## src/rtl/execute_branch_redirect.sv

```systemverilog
// Branch-completion and redirect stage: reports accepted commit tags through a
// completion FIFO and holds one redirect until acknowledged, then locks until restart.
module execute_branch_redirect #(
  parameter int unsigned TAG_W = 6,
  parameter int unsigned PC_W  = 32,
  parameter int unsigned DEPTH = 4,
  parameter int unsigned SWI_W = 11
) (
  input  logic             iCLOCK,
  input  logic             inRESET,
  input  logic             iFREE_RESTART,
  input  logic             iPREV_VALID,
  input  logic [1:0]       iPREV_KIND,
  input  logic             iPREV_TAKEN,
  input  logic [TAG_W-1:0] iPREV_TAG,
  input  logic [PC_W-1:0]  iPREV_ADDR,
  output logic             oPREV_LOCK,
  output logic             oRD_VALID,
  output logic [1:0]       oRD_KIND,
  output logic [PC_W-1:0]  oRD_ADDR,
  output logic [TAG_W-1:0] oRD_TAG,
  input  logic             iRD_ACK,
  output logic             oSCHE_VALID,
  output logic [TAG_W-1:0] oSCHE_TAG,
  input  logic             iSCHE_READY
);

  localparam int unsigned PTR_W = $clog2(DEPTH);
  localparam logic [PTR_W:0] FULL = (PTR_W+1)'(DEPTH);

  localparam logic [1:0] ST_IDLE     = 2'd0;
  localparam logic [1:0] ST_REDIRECT = 2'd1;
  localparam logic [1:0] ST_LOCKED   = 2'd2;

  logic [1:0]       state_q, state_d;
  logic [TAG_W-1:0] mem_q [DEPTH];
  logic [PTR_W-1:0] wr_ptr_q, rd_ptr_q;
  logic [PTR_W:0]   count_q, count_d;
  logic [1:0]       rd_kind_q;
  logic [PC_W-1:0]  rd_addr_q;
  logic [TAG_W-1:0] rd_tag_q;

  logic             accept, pop, redirect_cls;
  logic [PC_W-1:0]  addr_cap;

  // Lock depends on registers only, so there is no input-to-lock path.
  assign oPREV_LOCK   = (state_q != ST_IDLE) || (count_q == FULL);
  assign accept       = iPREV_VALID && !oPREV_LOCK;
  assign oSCHE_VALID  = (count_q != '0);
  assign pop          = oSCHE_VALID && iSCHE_READY;
  assign redirect_cls = (iPREV_KIND != 2'd0) || iPREV_TAKEN;

  assign oSCHE_TAG = oSCHE_VALID ? mem_q[rd_ptr_q] : '0;
  assign oRD_VALID = (state_q == ST_REDIRECT);
  assign oRD_KIND  = rd_kind_q;
  assign oRD_ADDR  = rd_addr_q;
  assign oRD_TAG   = rd_tag_q;

  always_comb begin
    addr_cap = iPREV_ADDR;
    if (iPREV_KIND == 2'd3) begin
      addr_cap = '0;
      addr_cap[SWI_W-1:0] = iPREV_ADDR[SWI_W-1:0];
    end
  end

  always_comb begin
    state_d = state_q;
    case (state_q)
      ST_IDLE:     if (accept && redirect_cls) state_d = ST_REDIRECT;
      ST_REDIRECT: if (iRD_ACK) state_d = ST_LOCKED;
      ST_LOCKED:   state_d = ST_LOCKED;
      default:     state_d = ST_IDLE;
    endcase
  end

  always_comb begin
    count_d = count_q;
    case ({accept, pop})
      2'b10:   count_d = count_q + (PTR_W+1)'(1);
      2'b01:   count_d = count_q - (PTR_W+1)'(1);
      default: count_d = count_q;
    endcase
  end

  always_ff @(posedge iCLOCK or negedge inRESET) begin
    if (!inRESET) begin
      state_q   <= ST_IDLE;
      wr_ptr_q  <= '0;
      rd_ptr_q  <= '0;
      count_q   <= '0;
      rd_kind_q <= '0;
      rd_addr_q <= '0;
      rd_tag_q  <= '0;
      for (int unsigned i = 0; i < DEPTH; i++) mem_q[i] <= '0;
    end else if (iFREE_RESTART) begin
      state_q   <= ST_IDLE;
      wr_ptr_q  <= '0;
      rd_ptr_q  <= '0;
      count_q   <= '0;
      rd_kind_q <= '0;
      rd_addr_q <= '0;
      rd_tag_q  <= '0;
    end else begin
      state_q <= state_d;
      count_q <= count_d;
      if (accept) begin
        mem_q[wr_ptr_q] <= iPREV_TAG;
        wr_ptr_q        <= wr_ptr_q + PTR_W'(1);
      end
      if (pop) rd_ptr_q <= rd_ptr_q + PTR_W'(1);
      if (accept && redirect_cls) begin
        rd_kind_q <= iPREV_KIND;
        rd_addr_q <= addr_cap;
        rd_tag_q  <= iPREV_TAG;
      end
    end
  end

endmodule

```

## config.mk

```make
export PLATFORM = sky130hd
export DESIGN_NAME = execute_branch_redirect
export DESIGN_NICKNAME = d
export VERILOG_FILES = /design/src/rtl/execute_branch_redirect.sv
export SDC_FILE = /design/constraint.sdc
export NUM_CORES = 1
export LEC_CHECK = 0
export ABC_AREA = 0
export BUFFER_PORTS_ARGS = -buffer_cell sky130_fd_sc_hd__buf_2
export CAP_MARGIN = 20
export CORE_MARGIN = 10
export CORE_UTILIZATION = 42
export CTS_CLUSTER_SIZE = 30
export DETAILED_ROUTE_END_ITERATION = 7
export GPL_TIMING_DRIVEN = 0
export PLACE_DENSITY = 0.65
export SLEW_MARGIN = 30
export SYNTH_ARGS = -nofsm -noshare
export SYNTH_HDL_FRONTEND = slang
export SYNTH_SLANG_ARGS = --single-unit
```

## constraint.sdc

```tcl
create_clock -name iCLOCK -period 3.32 [get_ports iCLOCK]
set_clock_uncertainty 0.05 [all_clocks]
set_input_delay 0.332 -clock iCLOCK [delete_from_list [all_inputs] [get_ports iCLOCK]]
set_output_delay 0.332 -clock iCLOCK [all_outputs]
set_load 0.005 [all_outputs]
```

# After elaboration in Yosys (flattened, before gate mapping)
# Index checks and enable logic that the tools add are counted.
# totals
register_bits,73
output_inout_bits,49
word_cells,70
# classes
bitwise,3
add_sub_neg,4
muxes,24
magnitude_cmp,3
n_reduce_logical,17
n_eq_ne,8
# ops
cell,n
2-to-1 mux 32 bit,3
2-to-1 mux 6 bit,6
bitwise mux 24 bit,1
2-to-1 mux 2 bit,9
binary-select mux 6 bit (select 2 bit),1
demux 6 bit (select 2 bit),1
nonzero test 2 bit,5
== test 2 bit (second input constant),3
>= comparator 3 bit (second input constant),2
inverter 2 -> 3 bit,2
case mux 2 bit (3 select lines),1
case mux 3 bit (2 select lines),1
nonzero test 3 bit,2
adder 2 x 1 -> 2 bit (second input constant),2
== test 2 x 1 -> 1 bit (second input constant),2
logical AND 1 bit,4
AND reduction 2 bit,2
adder 3 x 1 -> 3 bit (second input constant),1
== test 3 bit (second input constant),1
less-than comparator 3 x 1 -> 1 bit (second input constant),1
2-to-1 mux 3 bit,1
!= test 3 x 2 -> 1 bit (second input constant),1
!= test 3 bit (second input constant),1
subtractor 3 x 1 -> 3 bit (second input constant),1
other kinds (4),5

# Logic depth before layout (Yosys ltp)
# Gate-level depths: netlist (run 1).
# depth
word_depth,8
ltp_mapped,10
mapped_depth_nobuf,9

# Worst setup path after synthesis (run 1)
# OpenSTA, ideal clock, no wires.
# synth_timing
kind,flip-flop to flip-flop
start,reg state_q[0]
end,reg count_q[2]
arrival_time_ps,2029
stages_incl_launch_ff,11
required_ps,3192
slack_ps,1163
synth_period_minus_slack_ps,2157
setup_time_ps,78
path_cell_list,dfrtp_1 > inv_1 > ha_1 > and2_0 > and2_1 > buf_6 > nor2_1 > fa_1 > a211o_1 > a21o_1 > a21oi_1
# synth_between
elab_chain_len,7
# synth_rtl
element,line_no,rtl
from (decl),35,"logic [1:0] state_q, state_d;"
from (signal assigned),105,state_q <= state_d;
nonzero test 2 bit *,47,assign oPREV_LOCK = (state_q != ST_IDLE) || (count_q == FULL);
logical OR 1 bit *,47,
logical NOT 1 bit *,48,assign accept = iPREV_VALID && !oPREV_LOCK;
logical AND 1 bit *,48,
== test 2 x 1 -> 1 bit or == test 2 bit (tied branches),79,"case ({accept, pop})"
case mux 3 bit (2 select lines),79,
2-to-1 mux 3 bit,96,end else if (iFREE_RESTART) begin
to (signal assigned),106,count_q <= count_d;
to (decl),38,"logic [PTR_W:0] count_q, count_d;"
# Mark *: on every way between the ends. The rest lies on a longest branch, timed or not.
# A chain may end at the register's enable or synchronous reset.

# Worst setup path in the final report (run 1)
# layout_timing
start,reg rd_ptr_q[0]
end,out oSCHE_TAG[5]
# layout_between
elab_chain_len,5
# layout_rtl
element,line_no,rtl
from (decl),37,"logic [PTR_W-1:0] wr_ptr_q, rd_ptr_q;"
from (signal assigned),111,if (pop) rd_ptr_q <= rd_ptr_q + PTR_W'(1);
inverter 2 -> 3 bit (not written as such),53,assign oSCHE_TAG = oSCHE_VALID ? mem_q[rd_ptr_q] : '0;
binary-select mux 6 bit (select 2 bit),53,
2-to-1 mux 6 bit (not written as such) (2 in a row),53,
2-to-1 mux 6 bit,53,
to (decl),24,"output logic [TAG_W-1:0] oSCHE_TAG,"
# No other way between the ends. The select of a mux whose other input is x is not followed.

==> results.md, run 1 <==
* Largest family of logic cells by synthesized area: simple AND/OR/NAND/NOR gates
* TritonCTS clock tree: done
* Clock Tree Root: clkbuf_8
* Core ar. at 7690 um2
* Vias in the first global route at 2826
* Critical Path Sink Type: output port
* Critical-path top delay cell: mux4_2
* Sequential share of the synthesized area at 55.4%
* Total Wirelength at 8540 um
* R2r worst-path depth at 10
* Slew @ Worst Pin at 0.817 ns
* Cts bufs inserted at 9
* Number of I/O port buffers at 95
* Reg2Reg Setup Slack at 0.95 ns
* Part of the cycle the worst path needs at 72.1%
* Post-DR wirelength/cell at 16.4 um
* Relative slew margins at 45.1%
* Detail Route Antenna Nets at 0
* Crit Path Class: flop to output port
* Crit path buf inv count at 2
* Fin crit period at 2.39 ns
* Ant. Diodes at 0
* Synth area leader: dfrtp_1
* Reg clk slew, reported paths at 0.09 ns
* Post-synth ARST share at 100%
* Min-delay src: iPREV_ADDR[1]
* Crit path max-delay family: buffers and inverters
* Max Freq at 418 MHz
* Reg-to-Reg Start: state_q[1]
* First-pass GRT wire length at 14200 um
* Final non-filler cell total at 520
* CP cell instances: clkbuf_1 -> mux4_2 -> nor2b_1 -> buf_2
* Top cell type's share of synthesized area at 55.4%
* Largest net degree at the start of global routing at 46
* Required @ worst endpoint at 2.94 ns
* Clock Latency Late Sink at 0.34 ns
* Switch share at 35.7%
* Clock tree buffer depth at 2
* Gate power share at 39.2%
* Cts repair resizes at 0
* Vias at 2633
* P per Cell Area at 767 nW/um2
* Yosys warning count at 0
* Final setup vio count at 0
* Boundary Pins at 96
* Most common cell after layout, fill and taps aside: buf_2
* P_sw at 0.00112 W
* Mux cell area share after synthesis at 13.4%
* Post-Synth XOR/XNOR Area at 0.797%
* Final slew viol count at 0
* Via density at 5.06
* Part of the power in registers at 41.2%
* Setup Buffers After CTS at 0
* Status: complete, no violations
* Grt total ovfl at 0
* Fin nets at 467
* Clk pwr share at 19.6%
* H-tree levels at 3
* # rows at 32
* Avg Inst Size Synth at 10.8 um2
* Detailed placement HPWL at 6330 um
* Area grow syn2layout at 24.4%
* Most frequent cells in the layout: buf_2, dfrtp_1, nand2_1
* Simple-gate share of the synthesized area at 15.7%
* Hold Path Class: primary input to flop
* Synth Area in Adders at 2.88%
* Ys flop type: dfrtp_1
* Dpl cells at 503
* Min-Delay Path Depth at 3
* Final hold violation count at 0
* Post-synthesis cell type count at 36
* GPL Wtd Cong at 0.758
* DRC at 0
* Max IR drop VDD at 358 uV
* Pleak at 2.03 nW
* GRT Overall Usage at 15.2%
* Cell count after synthesis at 305
* Hold EP: oRD_ADDR[1]
* Post-synthesis compound-gate area fraction at 8.46%
* Die Wd at 109 um
* Synthesized cell area at 3300 um2
* Top post-synthesis cells by area: dfrtp_1, mux2_2, nand2_1, a21oi_1, mux4_2
* Layout cell share with drive strength beyond 1 at 37.1%
* Initial antenna violation count at 0
* Crit. Startpoint: rd_ptr_q[0]
* Die area at 11800 um2
* Worst r2r dst: count_q[2]
* Drt pass-1 iters at 4
* Max stage delay on crit path at 0.59 ns
* Post-synth EDFFs at 0
* Syn nets at 359
* TNS Setup at 0 ns
* 1st-iter DRT viols at 86
* Critical Path Source Type: flop
* Die height at 109 um
* Critical Path AT at 2.01 ns
* Max-cap check violation count at 0
* Crit-path max FO at 7
* RSZ-0062 raised after global routing: false
* Yosys reg bits at 73
* Initial core utilization at 42.9%
* CTS Hold Bufs at 1
* Power Internal at 0.00202 W
* TritonCTS sink count at 73
## registers in the layout, summed over array words and instances, names as in the netlist
| signal | count |
|---|---|
| oRD_ADDR | 32 |
| mem_q | 24 |
| oRD_TAG | 6 |
| count_q | 3 |
| oRD_KIND | 2 |
| rd_ptr_q | 2 |
| state_q | 2 |
| wr_ptr_q | 2 |
## Yosys cell counts, types with 4 or more instances
library cell and count:
ha_1 6, nand3_1 23, mux4_2 6, clkbuf_1 7, mux2_2 24, buf_1 4, inv_1 7, dfrtp_1 73
a21oi_1 41, nand2_2 4, nor2b_1 10, nand2_1 57, buf_2 7, nor2_1 8
## layout make-up
type | count | area (um2)
tap | 102 | 128
sequential | 73 | 1830
clock inverter | 6 | 42.5
clock buffer | 10 | 128
inverter | 7 | 26.3
timing repair buffer | 97 | 508
fill | 736 | 3580
multi-input combinational | 206 | 1360
buffer | 19 | 87.6
## power groups by stage
stage	combinational, W	sequential, W	clock (W)
final	0.00123	0.00130	0.000617
after global routing	0.00140	0.00133	0.000677
after CTS	0.00126	0.00129	0.000636
after detailed placement	0.00126	0.00131	0
after global placement	0.00122	0.00129	0
after floorplan	0.000829	0.00129	0
## per-layer routing
layer | up-vias | share of wire [%] | track usage, %
met5 | - | 0 | 0
li1 | 1259 | - | -
met2 | 74 | 46 | 23.2
met3 | 11 | 9.5 | 7.49
met1 | 1289 | 43 | 18.6
met4 | 0 | 1.1 | 4.80
## worst register-to-register path: stages, from the launching register on
cell and delay, ns:
dfrtp_1 0.36, inv_1 0.10, ha_1 0.21, and2_0 0.26, and2_1 0.18, buf_6 0.13
nor2_1 0.05, fa_1 0.40, a211o_1 0.26, a21o_1 0.18, a21oi_1 0.13
## how the worst max path moves through the flow
stage	end	slack (ns)	cells after the start
after floorplan	count_q[2]	1.16	10
after global placement	count_q[2]	1.02	10
after detailed placement	count_q[2]	0.97	10
after CTS	oSCHE_TAG[5]	0.87	4
after global routing	count_q[2]	0.77	10
final	oSCHE_TAG[5]	0.93	4
## per-stage QoR
| step | hold slack [ns] | utilization (%) | instance area, um2 | worst slack (ns) | power [W] |
|---|---|---|---|---|---|
| after floorplan | -0.0136 | - | 3300 | 1.16 | 0.00212 |
| after global placement | 0.431 | 50.7 | 3900 | 1.02 | 0.00251 |
| after detailed placement | 0.337 | 51.0 | 3920 | 0.969 | 0.00257 |
| after CTS | 0.143 | 53.4 | 4100 | 0.872 | 0.00319 |
| after global routing | 0.146 | 53.4 | 4100 | 0.767 | 0.00341 |
| final | 0.157 | 53.4 | 4100 | 0.926 | 0.00315 |
## logic make-up (layout without fill, tap and decap cells)
family / count (synthesis) / count (layout)
simple gates: 113 / 113
fa+ha+maj: 7 / 7
compound gates: 50 / 50
flops: 73 / 73
buf+inv: 26 / 139
xor+xnor: 3 / 3
mux: 33 / 33
Note: power is estimated with default switching activity, not from simulation.
==> run 2: changes to the inputs <==
PLACE_DENSITY = 0.67   (was 0.65)
clock period = 2.05 ns   (was 3.32 ns; I/O delays follow)
==> run 2 against run 1 <==
Worst hold slack lost 0.12 ns. Critical path depth grew 1. Cell count grew 0.96%. Sequential power grew 65%. Critical endpoint is now mem_q[22]. Largest cell class unchanged. Highest routed layer unchanged.
==> results.md, run 2 (synthesis gave the netlist of run 1 again) <==
* Final slew viol count at 0 (unchanged)
* Storage cell area at 1830 um2 (+0.27%)
* Max IR drop VDD at 566 uV (+58%)
* Detail Route Antenna Nets at 0 (unchanged)
* Die area at 11800 um2 (unchanged)
* Pleak at 2.09 nW (+3.1%)
* Relative slew margins at 55.3% (+10 points)
* Critical Path Sink Type: flop
* H-tree levels at 3 (unchanged)
* TritonCTS sink count at 73 (unchanged)
* Max-cap check violation count at 0 (unchanged)
* Critical-path top delay cell: dfrtp_2
* Gate power share at 38.5% (-0.7 points)
* Ant. Diodes at 0 (unchanged)
* Crit-path max FO at 6 (-1)
* Most common cell after layout, fill and taps aside: buf_2
* Die Wd at 109 um (unchanged)
* Part of the cycle the worst path needs at 98.8%
* Core ar. at 7690 um2 (unchanged)
* Detailed placement HPWL at 6240 um (-1.4%)
* Clock Latency Late Sink at 0.34 ns (about the same)
* Total Wirelength at 8470 um (-0.85%)
* Final non-filler cell total at 525 (+0.96%)
* CP cell instances: or3b_4 -> buf_4 -> and3_1 -> nand2_2 -> mux2_2
* Final hold violation count at 0 (unchanged)
* First-pass GRT wire length at 13800 um (-3.4%)
* # rows at 32 (unchanged)
* Hold Path Class: primary input to flop
* Reg-to-Reg Start: count_q[0]
* Crit Path Class: flop to flop
* TritonCTS clock tree: done
* R2r worst-path depth at 5 (-5)
* Clock tree buffer depth at 2 (unchanged)
* Max stage delay on crit path at 0.47 ns (-0.12 ns)
* Final Util at 55.4% (+2.0 points)
* Via density at 5.05 (-0.35%)
* 1st-iter DRT viols at 93 (+8.1%)
* Clock Tree Root: clkbuf_8
* Critical Path Source Type: flop
* Cts bufs inserted at 9 (unchanged)
* Layout cell share with drive strength beyond 1 at 41.4% (+4.3 points)
* Fin nets at 472 (+1.1%)
* Fin crit period at 2.02 ns
* Largest net degree at the start of global routing at 50 (+8.7%)
* Largest register FFs at 32 (unchanged)
* Final setup vio count at 0 (unchanged)
* Slew @ Worst Pin at 0.671 ns (-0.146 ns)
* Min-delay src: iPREV_ADDR[7]
* P_sw at 0.00185 W (+64%)
* Clk pwr share at 22.6% (+3.0 points)
* Area grow syn2layout at 29.1%
* Initial core utilization at 42.9% (unchanged)
* DRC at 0 (unchanged)
* RSZ-0062 raised after global routing: true
* Power Internal at 0.00368 W (+82%)
* Initial antenna violation count at 0 (unchanged)
* Most frequent cells in the layout: buf_2, dfrtp_1, nand2_1
* Fin area at 4260 um2 (+3.7%)
* Worst r2r dst: mem_q[22]
* Placed inst area at 3940 um2 (+0.38%)
* Dpl cells at 503 (unchanged)
* Switch share at 33.4% (-2.3 points)
* Vias at 2649 (+0.61%)
* Min-Delay Path Depth at 3 (unchanged)
* Number of I/O port buffers at 95 (unchanged)
* Boundary Pins at 96 (unchanged)
* Grt total ovfl at 0 (unchanged)
* Part of the power in registers at 38.8% (-2.4 points)
* Area of the multi-input gates at 1410 um2 (+3.5%)
* Reg clk slew, reported paths at 0.08 ns (about the same)
* P per Cell Area at 1300 nW/um2 (+69%)
* Max Freq at 494 MHz
* Fillers at 700 (-4.9%)
* Post-DR wirelength/cell at 16.1 um (-1.8%)
* Hold EP: oRD_ADDR[7]
* Required @ worst endpoint at 2.22 ns (-0.72 ns)
* GPL Wtd Cong at 0.722 (-4.8%)
* GRT Overall Usage at 14.7% (-0.55 points)
* Reg2Reg Setup Slack at 0.03 ns (-0.92 ns)
* Vias in the first global route at 2739 (-3.1%)
* Status: complete, no violations
* Drt pass-1 iters at 4 (unchanged)
* Critical Path AT at 2.19 ns (+0.18 ns)
* Die height at 109 um (unchanged)
[run 2: how the worst max path moves through the flow]
| stage | cells after the start | start | to |
|---|---|---|---|
| finish | 5 | count_q[0] | mem_q[22] |
| global route | 5 | count_q[0] | mem_q[22] |
| CTS | 10 | state_q[1] | count_q[2] |
| detailed placement | 6 | count_q[2] | count_q[2] |
| global placement | 10 | state_q[0] | count_q[2] |
| floorplan | 10 | state_q[0] | count_q[2] |
[run 2: power groups by stage]
stage	Clock, W	Sequential (W)	Combinational, W
global placement	0	0.00209	0.00199
detailed placement	0	0.00212	0.00205
finish	0.00125	0.00214	0.00213
CTS	0.00128	0.00214	0.00215
global route	0.00134	0.00220	0.00239
floorplan	0	0.00208	0.00136
[run 2: what timing repair did]
| action | 4_1_cts | 5_1_grt |
|---|---|---|
| hold buffers | 1 | 0 |
| buffers inserted | 7 | 1 |
| hold endpoints to repair | 24 | 0 |
| gates resized for setup | 12 | 3 |
| pin swaps | 7 | 6 |
| setup endpoints to repair | 10 | 32 |
[run 2: stage by stage]
stage | TNS [ns] | total power, W | worst slack (ns) | hold slack (ns)
global route | -0.549 | 0.00593 | -0.0342 | 0.0255
floorplan | -0.000819 | 0.00344 | -0.000819 | -0.141
finish | 0 | 0.00552 | 0.0250 | 0.0382
global placement | -0.138 | 0.00408 | -0.0730 | 0.394
CTS | 0 | 0.00557 | 0.0152 | 0.0268
detailed placement | -0.231 | 0.00417 | -0.146 | 0.0976
[run 2: critical path, delay by kind of cell, from the launching register on]
kind                   cells  cell delay [ns]
AND/OR/NAND/NOR            3             0.88
flip-flops                 1             0.47
multiplexers               1             0.35
buffers and inverters      1             0.16
[run 2: area by class of cell]
type,instances,share of cell area [%]
clock inverters,4,1.79
multi-input cells,206,33.0
plain buffers,16,1.62
inverters,7,0.617
clock buffers,12,3.41
flip-flops and latches,73,43.0
repair buffers,105,13.5
well taps,102,3.00
[run 2: per-layer routing]
layer	up-vias	share of wire [%]	GRT usage [%]
li1	1271	-	-
met1	1279	44	19.0
met2	91	45	21.6
met3	8	10	6.37
met4	0	0.97	4.80
met5	-	0	0
